`src/rtl/uart_tx_frame.sv`:
```
// Purpose : UART transmitter; serialises one WIDTH-bit word as start, data (LSB first), optional parity, stop.
// Latency : start bit appears on TX_OUT the cycle after Data_Valid is accepted; each bit lasts Prescale cycles.
// Backpres: Data_Valid is ignored while Busy=1; there is always at least one idle-high cycle between frames.
//
// Ports:
//   Clk        oversampling clock, shared with the RX path
//   Rst        asynchronous active-low reset
//   P_Data     parallel word, captured on acceptance
//   Data_Valid send request, accepted only in IDLE
//   Par_En     append parity bit (latched on acceptance)
//   Par_Typ    0 = even, 1 = odd parity (latched on acceptance)
//   Prescale   Clk cycles per bit, 0 behaves as 1
//   TX_OUT     registered serial line, idles high
//   Busy       high while a frame is in progress
//
// Build option: define UART_TX_TWO_STOP_EN for two stop bits (STOP lasts 2*P cycles).

module uart_tx_frame #(
   parameter int WIDTH = 8
) (
   input  logic             Clk,
   input  logic             Rst,
   input  logic [WIDTH-1:0] P_Data,
   input  logic             Data_Valid,
   input  logic             Par_En,
   input  logic             Par_Typ,
   input  logic [5:0]       Prescale,
   output logic             TX_OUT,
   output logic             Busy
);

   localparam int CW = (WIDTH > 1) ? $clog2(WIDTH) : 1;

   typedef enum logic [2:0] {
      IDLE   = 3'd0,
      START  = 3'd1,
      DATA   = 3'd2,
      PARITY = 3'd3,
      STOP   = 3'd4
   } state_t;

   state_t           state;
   logic [5:0]       edge_cnt;
   logic [CW-1:0]    bit_cnt;
   logic [WIDTH-1:0] shift_reg;
   logic             par_en_q;
   logic             par_bit_q;
`ifdef UART_TX_TWO_STOP_EN
   logic             stop_second;
`endif

   logic [5:0]       last_edge;
   logic             bit_end;
   logic [WIDTH-1:0] shift_nxt;

   // Prescale of 0 behaves as 1, so the last edge index is 0 in both cases.
   assign last_edge = (Prescale == 6'd0) ? 6'd0 : (Prescale - 6'd1);
   assign bit_end   = (edge_cnt == last_edge);
   assign shift_nxt = shift_reg >> 1;

   always_ff @(posedge Clk or negedge Rst) begin
      if (!Rst) begin
         state       <= IDLE;
         edge_cnt    <= '0;
         bit_cnt     <= '0;
         shift_reg   <= '0;
         par_en_q    <= 1'b0;
         par_bit_q   <= 1'b0;
         TX_OUT      <= 1'b1;
         Busy        <= 1'b0;
`ifdef UART_TX_TWO_STOP_EN
         stop_second <= 1'b0;
`endif
      end else begin
         // Bit-time counter runs in every non-idle state and wraps at each bit end.
         if (state != IDLE) begin
            edge_cnt <= bit_end ? 6'd0 : (edge_cnt + 6'd1);
         end

         case (state)
            IDLE: begin
               TX_OUT   <= 1'b1;
               Busy     <= 1'b0;
               edge_cnt <= '0;
               bit_cnt  <= '0;
               if (Data_Valid) begin
                  shift_reg <= P_Data;
                  par_en_q  <= Par_En;
                  // Even parity is the XOR of the word; odd parity inverts it.
                  par_bit_q <= (^P_Data) ^ Par_Typ;
                  state     <= START;
                  TX_OUT    <= 1'b0;
                  Busy      <= 1'b1;
               end
            end

            START: begin
               if (bit_end) begin
                  state  <= DATA;
                  TX_OUT <= shift_reg[0];
               end
            end

            DATA: begin
               if (bit_end) begin
                  shift_reg <= shift_nxt;
                  if (bit_cnt == CW'(WIDTH - 1)) begin
                     bit_cnt <= '0;
                     if (par_en_q) begin
                        state  <= PARITY;
                        TX_OUT <= par_bit_q;
                     end else begin
                        state  <= STOP;
                        TX_OUT <= 1'b1;
                     end
                  end else begin
                     bit_cnt <= bit_cnt + CW'(1);
                     TX_OUT  <= shift_nxt[0];
                  end
               end
            end

            PARITY: begin
               if (bit_end) begin
                  state  <= STOP;
                  TX_OUT <= 1'b1;
               end
            end

            STOP: begin
               TX_OUT <= 1'b1;
               if (bit_end) begin
`ifdef UART_TX_TWO_STOP_EN
                  if (!stop_second) begin
                     stop_second <= 1'b1;
                  end else begin
                     stop_second <= 1'b0;
                     state       <= IDLE;
                     Busy        <= 1'b0;
                  end
`else
                  state <= IDLE;
                  Busy  <= 1'b0;
`endif
               end
            end

            default: begin
               state  <= IDLE;
               TX_OUT <= 1'b1;
               Busy   <= 1'b0;
            end
         endcase
      end
   end

endmodule
```
`config.mk`:
```
export PLATFORM = sky130hd
export DESIGN_NAME = uart_tx_frame
export DESIGN_NICKNAME = d
export VERILOG_FILES = /design/src/rtl/uart_tx_frame.sv
export SDC_FILE = /design/constraint.sdc
export NUM_CORES = 1
export LEC_CHECK = 0
export CORE_MARGIN = 2
export CORE_UTILIZATION = 49
export DETAILED_ROUTE_END_ITERATION = 7
export GPL_ROUTABILITY_DRIVEN = 0
export GPL_TIMING_DRIVEN = 0
export HOLD_SLACK_MARGIN = 0.15
export PLACE_DENSITY = 0.75
export SETUP_SLACK_MARGIN = 0.4
export SLEW_MARGIN = 25
export SYNTH_ARGS = -nofsm -noshare
export SYNTH_HDL_FRONTEND = slang
export SYNTH_SLANG_ARGS = --single-unit
```
`constraint.sdc`:
```
create_clock -name Clk -period 1.8 [get_ports Clk]
set_input_delay 0.18 -clock Clk [delete_from_list [all_inputs] [get_ports Clk]]
set_output_delay 0.18 -clock Clk [all_outputs]
set_load 0.02 [all_outputs]
```
Word-level counts from Yosys, hierarchy flattened
Cells that the tools add are included.
Word-level totals
  latch bits: 0
  bits in writable memories: 0
  register bits after elaboration: 24
  output and inout bits: 2
  ROM bits: 0
  input port bits: 19
  memories kept: 0
Operators by class
  multiplexer cells: 28
  $lt $le $gt $ge: 0
  equality and inequality tests: 12
  divide/modulo/power cells: 0
  add/subtract/negate cells: 3
  shifts and indexed selects: 0
  multipliers: 0
  bitwise gates (word level): 2
  reductions and logical operators: 13
Operator list (count)
  $mux 3: 9
  $mux 6: 4
  $mux 8: 2
  $pmux 8 s2: 1
  $pmux 3 s5: 1
  $ne 2x2->1 const B: 6
  $mux 1: 8
  $reduce_xor 8->1: 1
  $add 6x1->6 const B: 1
  $eq 3x2->1 const B: 2
  $eq 3x3->1 const B: 2
  $eq 6x6->1: 1
  $logic_not 6->1: 1
  $pmux 3 s2: 1
  $reduce_and 2->1: 3
  $reduce_and 3->1: 2
  $reduce_and 6->1: 1
  $sub 6x1->6 const B: 1
  $pmux 1 s4: 1
  $reduce_bool 2->1: 2
  $add 3x1->3 const B: 1
  $eq 3x1->1 const B: 1
  $logic_not 3->1: 1
  $pmux 1 s3: 1
  other kinds (4): 4

Depth between registers and ports, before layout
  word-level depth: 6
  depth in mapped cells: 9
  mapped depth without buffers: 8

Worst setup path before layout
Ideal clock, no wire load.
  kind: input port to flip-flop
  start: input Prescale[0]
  end: register state[1]
  data required time: 1.704 ns
  slack: -0.234 ns
  arrival time: 1.939 ns
  buffers on the path: 1
  cell stages on the path: 9
  setup time: 0.096 ns
  cell sequence: inv_1 -> ha_1 -> or3b_1 -> or4_1 -> o211ai_1 -> o211a_4 -> buf_6 -> a31oi_1 -> a311oi_2
Between the ends
  word-level cells in the longest chain between the ends: 5
  elaborated cells between the ends (all ways): 9
  those cells by class: 1 x add/sub; 5 x eq/ne; 1 x mux; 2 x reduce/logical
RTL lines
  start, declared: line 27  | input logic [5:0] Prescale,
  $sub 6x1->6 / $logic_not 6->1 (equally long branches): line 57  | assign last_edge = (Prescale == 6'd0) ? 6'd0 : (Prescale - 6'd1);
  $mux 6 *: line 57
  $eq 6x6->1 *: line 58  | assign bit_end = (edge_cnt == last_edge);
  $ne 2x2->1 (no line)
  $reduce_and 6->1 (no line) *
  end signal, assigned: line 63  | state <= IDLE;
  end signal, assigned: line 91  | state <= START;
  end signal, assigned: line 99  | state <= DATA;
  end, declared: line 42  | state_t state;
Every way passes the cells marked *; elsewhere a longest branch is shown, timed or not.
A chain may end at the register's enable or synchronous reset.

Worst setup path after layout
  start: input Prescale[4]
  end: register shift_reg[4]
Between the ends
  word-level cells in the longest chain between the ends: 5
  elaborated cells between the ends (all ways): 6
  those cells by class: 1 x add/sub; 2 x eq/ne; 1 x mux; 2 x reduce/logical
RTL lines
  $sub 6x1->6 / $logic_not 6->1 (equally long branches): line 57
  $mux 6 *: line 57
  $eq 6x6->1 *: line 58
  $ne 2x2->1 (no line) *
  $reduce_and 3->1 (no line) *
  end signal, assigned: line 87  | shift_reg <= P_Data;
  end signal, assigned: line 106  | shift_reg <= shift_nxt;
  end, declared: line 45  | logic [WIDTH-1:0] shift_reg;
Marks and branches as above.

==> summary.md <==
| Metric | Value |
|---|---|
| Status | `finished with violations` |
| Failing checks | `negative setup slack` |
| CP Capture Type | `register` |
| Async SR Flop Fraction | `100%` |
| Fmax | `approximately 540 MHz` |
| TritonCTS buffer count | `3` |
| Final setup viols | `11` |
| Die H | `between 60 and 70 um` |
| Layout area overhead | `44.8%` |
| # fillers | `218` |
| WP data arrival | `slightly above 2000 ps` |
| Post-synth EDFFs | `0` |
| Logic pwr share | `a little under three fifths` |
| Critical path required time | `a little under 2000 ps` |
| Initial antenna violation count | `0` |
| Core area | `0.00305 mm^2` |
| Routed WL | `between 4 and 5 mm` |
| Worst skew pair latency | `about 320 ps` |
| Global-route usage over all layers | `a little under a quarter` |
| Leak | `0.925 nW` |
| Top cell type's share of synthesized area | `36.7%` |
| P_int | `1.62 mW` |
| DR DRC count | `0` |
| Final period util | `103%` |
| Largest net degree at the start of global routing | `25` |
| Fraction of layout cells with a size suffix above 1 | `between 30% and 40%` |
| Wire length per cell | `15.8 um` |
| Final setup TNS | `-304 ps` |
| Dpl ws | `-972 ps` |
| Final setup margin | `-49.7 ps` |
| Sequential share of the synthesized area | `38.4%` |
| Flops & latches, synth | `24` |
| Yosys cell types | `between 40 and 50` |
| CTS tree | `built` |
| Mapped Nets | `between 150 and 200` |
| Detailed Place HPWL | `about 2.5 mm` |
| Via/cell ratio | `about 5.7` |
| Slew headroom | `~63%` |
| Worst Skew | `between 10 and 15 ps` |
| Nets | `~240` |
| Synthesized area | `approximately 0.0016 mm^2` |
| RSZ-0062 raised after global routing | `yes` |
| Detail Route Antenna Nets | `0` |
| Die area | `between 0.003 and 0.004 mm^2` |
| Clock buffer depth | `2` |
| PD cells | `roughly 1200 mW/mm^2` |
| Register Area | `between 600 and 700 um^2` |
| Avg Inst Size Synth | `9.32 um^2` |
| Flop pwr share | `between 30% and 40%` |
| Max_cap viols | `0` |
| # IOs | `21` |
| CP Launch Type | `primary input` |
| # rows | `20` |
| H-tree depth | `1` |
| Fin crit period | `between 1500 and 2000 ps` |
| NetSw | `1.09 mW` |
| Clk slew on worst S/H paths | `140 ps` |
| Slew Viols, Final | `0` |
| Worst Max-Slew Pin Slew | `roughly 550 ps` |
| Number of port buffers | `20` |
| Ranking of synthesized cells by area | `dfrtp_1, xnor2_1, nand2_1` |
| GRT overflow | `0` |
| Detailed Routing Iterations Pass 1 | `4` |
| Worst min path class | `in -> async` |
| Sw Ratio | `about two fifths` |
| Critical setup path kind | `in -> reg` |
| Sink Count | `24` |
| Area occupied by multi-input gates | `between 0.001 and 0.0015 mm^2` |
| Peak supply drop | `approximately 0.00068 V` |
| CP Max Fanout | `8` |
| DR vias | `1,457` |
| Initial cell density of the core | `51.3%` |
| Final Hold Vio Count | `0` |
| Initial DRC count | `between 80 and 90` |
| Area leader, netlist | `dfrtp_1` |
| Clock power share | `about a tenth` |
| Top_reg_cell synth | `dfrtp_1` |
| First-pass GRT wire length | `around 6.3 mm` |
| Root buf cell | `clkbuf_4` |
| Number of flip-flops in the largest register | `8` |
| Post-Synthesis Cells | `168` |
| Antenna diodes | `0` |
| Vias in the first global route | `between 1,000 and 1,500` |
| Die outline width | `between 60 and 70 um` |
| Syn. warnings | `0` |
==> repair_timing <==
item	CTS	global route
hold buffers	0	1
pin swaps	19	10
gates resized for setup	69	23
setup buffers	11	5
endpoints found under the hold margin	0	23
cloned	1	1
setup endpoints to repair	26	25
==> kinds of logic (layout without fill, tap and decap cells) <==
group | count (synthesis) | after routing | share of synthesized area, %
flops | 24 | 24 | 38.4
xor+xnor | 19 | 19 | 10.6
mux | 2 | 2 | 1.28
buf+inv | 16 | 59 | 5.51
fa+ha+maj | 4 | 4 | 3.20
simple gates | 67 | 67 | 22.5
compound gates | 36 | 36 | 18.5
==> power by group through the flow <==
stage / Combinational [mW] / Sequential [mW] / Clock [mW]
floorplan: 0.740 / 0.914 / 0
CTS: 1.32 / 0.897 / 0.290
detailed placement: 1.03 / 0.922 / 0
global route: 1.62 / 0.938 / 0.315
finish: 1.50 / 0.915 / 0.289
global placement: 0.991 / 0.910 / 0
==> path summary, 6_finish.rpt <==
check                            start           end  slack, ps  cells after the start
max in group asynchronous          Rst   edge_cnt[1]       1060                      2
setup reg to reg           edge_cnt[1]  shift_reg[4]        -40                      6
hold / removal                     Rst      state[2]        360                      2
min in group Clk                Par_En      par_en_q        430                      3
setup / recovery           Prescale[4]  shift_reg[4]        -50                      8
hold reg to reg             bit_cnt[1]    bit_cnt[1]        520                      1
==> cells in the final DEF (no fill, tap or decap), drive strengths merged, types with 6 or more instances in the layout <==
cell type      netlist  final
dfrtp               23     23
buf                  4     31
o211ai               8      8
nand4                8      8
clkdlybuf4s50        0     11
xnor2               14     14
inv                  6      6
clkbuf               6      7
o21ai                6      6
nand2               24     24
nor2                 7      7
nor3                 8      8
==> routing by layer <==
| layer | global-route usage (%) | part of all wire [%] | vias to the layer above |
|---|---|---|---|
| met5 | 0 | 0 | - |
| met4 | 6.83 | 1.6 | 0 |
| met3 | 1.92 | 3.9 | 8 |
| met2 | 42.4 | 52 | 45 |
| met1 | 28.1 | 42 | 716 |
| li1 | - | - | 688 |
==> layout make-up <==
| type | count | area share (%) |
|---|---|---|
| Sequential cell | 24 | 26.5 |
| Inverter | 6 | 1.88 |
| Tap cell | 44 | 2.43 |
| Multi-Input combinational cell | 128 | 46.2 |
| Buffer | 10 | 5.07 |
| Clock buffer | 4 | 1.60 |
| Timing Repair Buffer | 39 | 16.3 |
==> critical path, cell delays in order <==
cell and delay, ps:
clkdlybuf4s15_2 260, or3b_4 420, or4_1 410, o211ai_1 120
o211a_4 240, and3_4 190, buf_6 120, o211ai_1 100
==> synth_stat cells, types with 2 or more instances <==
cell type,number
dfrtp_1,23
xnor2_1,14
nor2_1,7
nand4_1,8
o21ai_0,6
a21oi_1,5
xor2_1,5
buf_6,3
mux2i_1,2
o2bb2ai_1,3
and2_1,3
clkbuf_1,6
ha_1,4
nor3b_1,3
and3_1,2
inv_1,6
nor3_2,2
nand3_1,2
nor2b_1,3
o211ai_1,8
nor3_1,6
a31oi_1,3
nand2_1,24
o31ai_1,2
==> through the flow <==
stage | util [%] | std cells | total power, mW | hold slack, ps | instance area (um^2)
finish | 74.3 | 255 | 2.70 | 359 | 2270
global route | 74.3 | 255 | 2.87 | 383 | 2270
CTS | 69.9 | 248 | 2.51 | 412 | 2130
detailed placement | 61.5 | 232 | 1.95 | 467 | 1880
global placement | 61.5 | 232 | 1.90 | 467 | 1880
floorplan | - | 168 | 1.65 | -116 | 1620
Power figures use the tool's default switching activity.
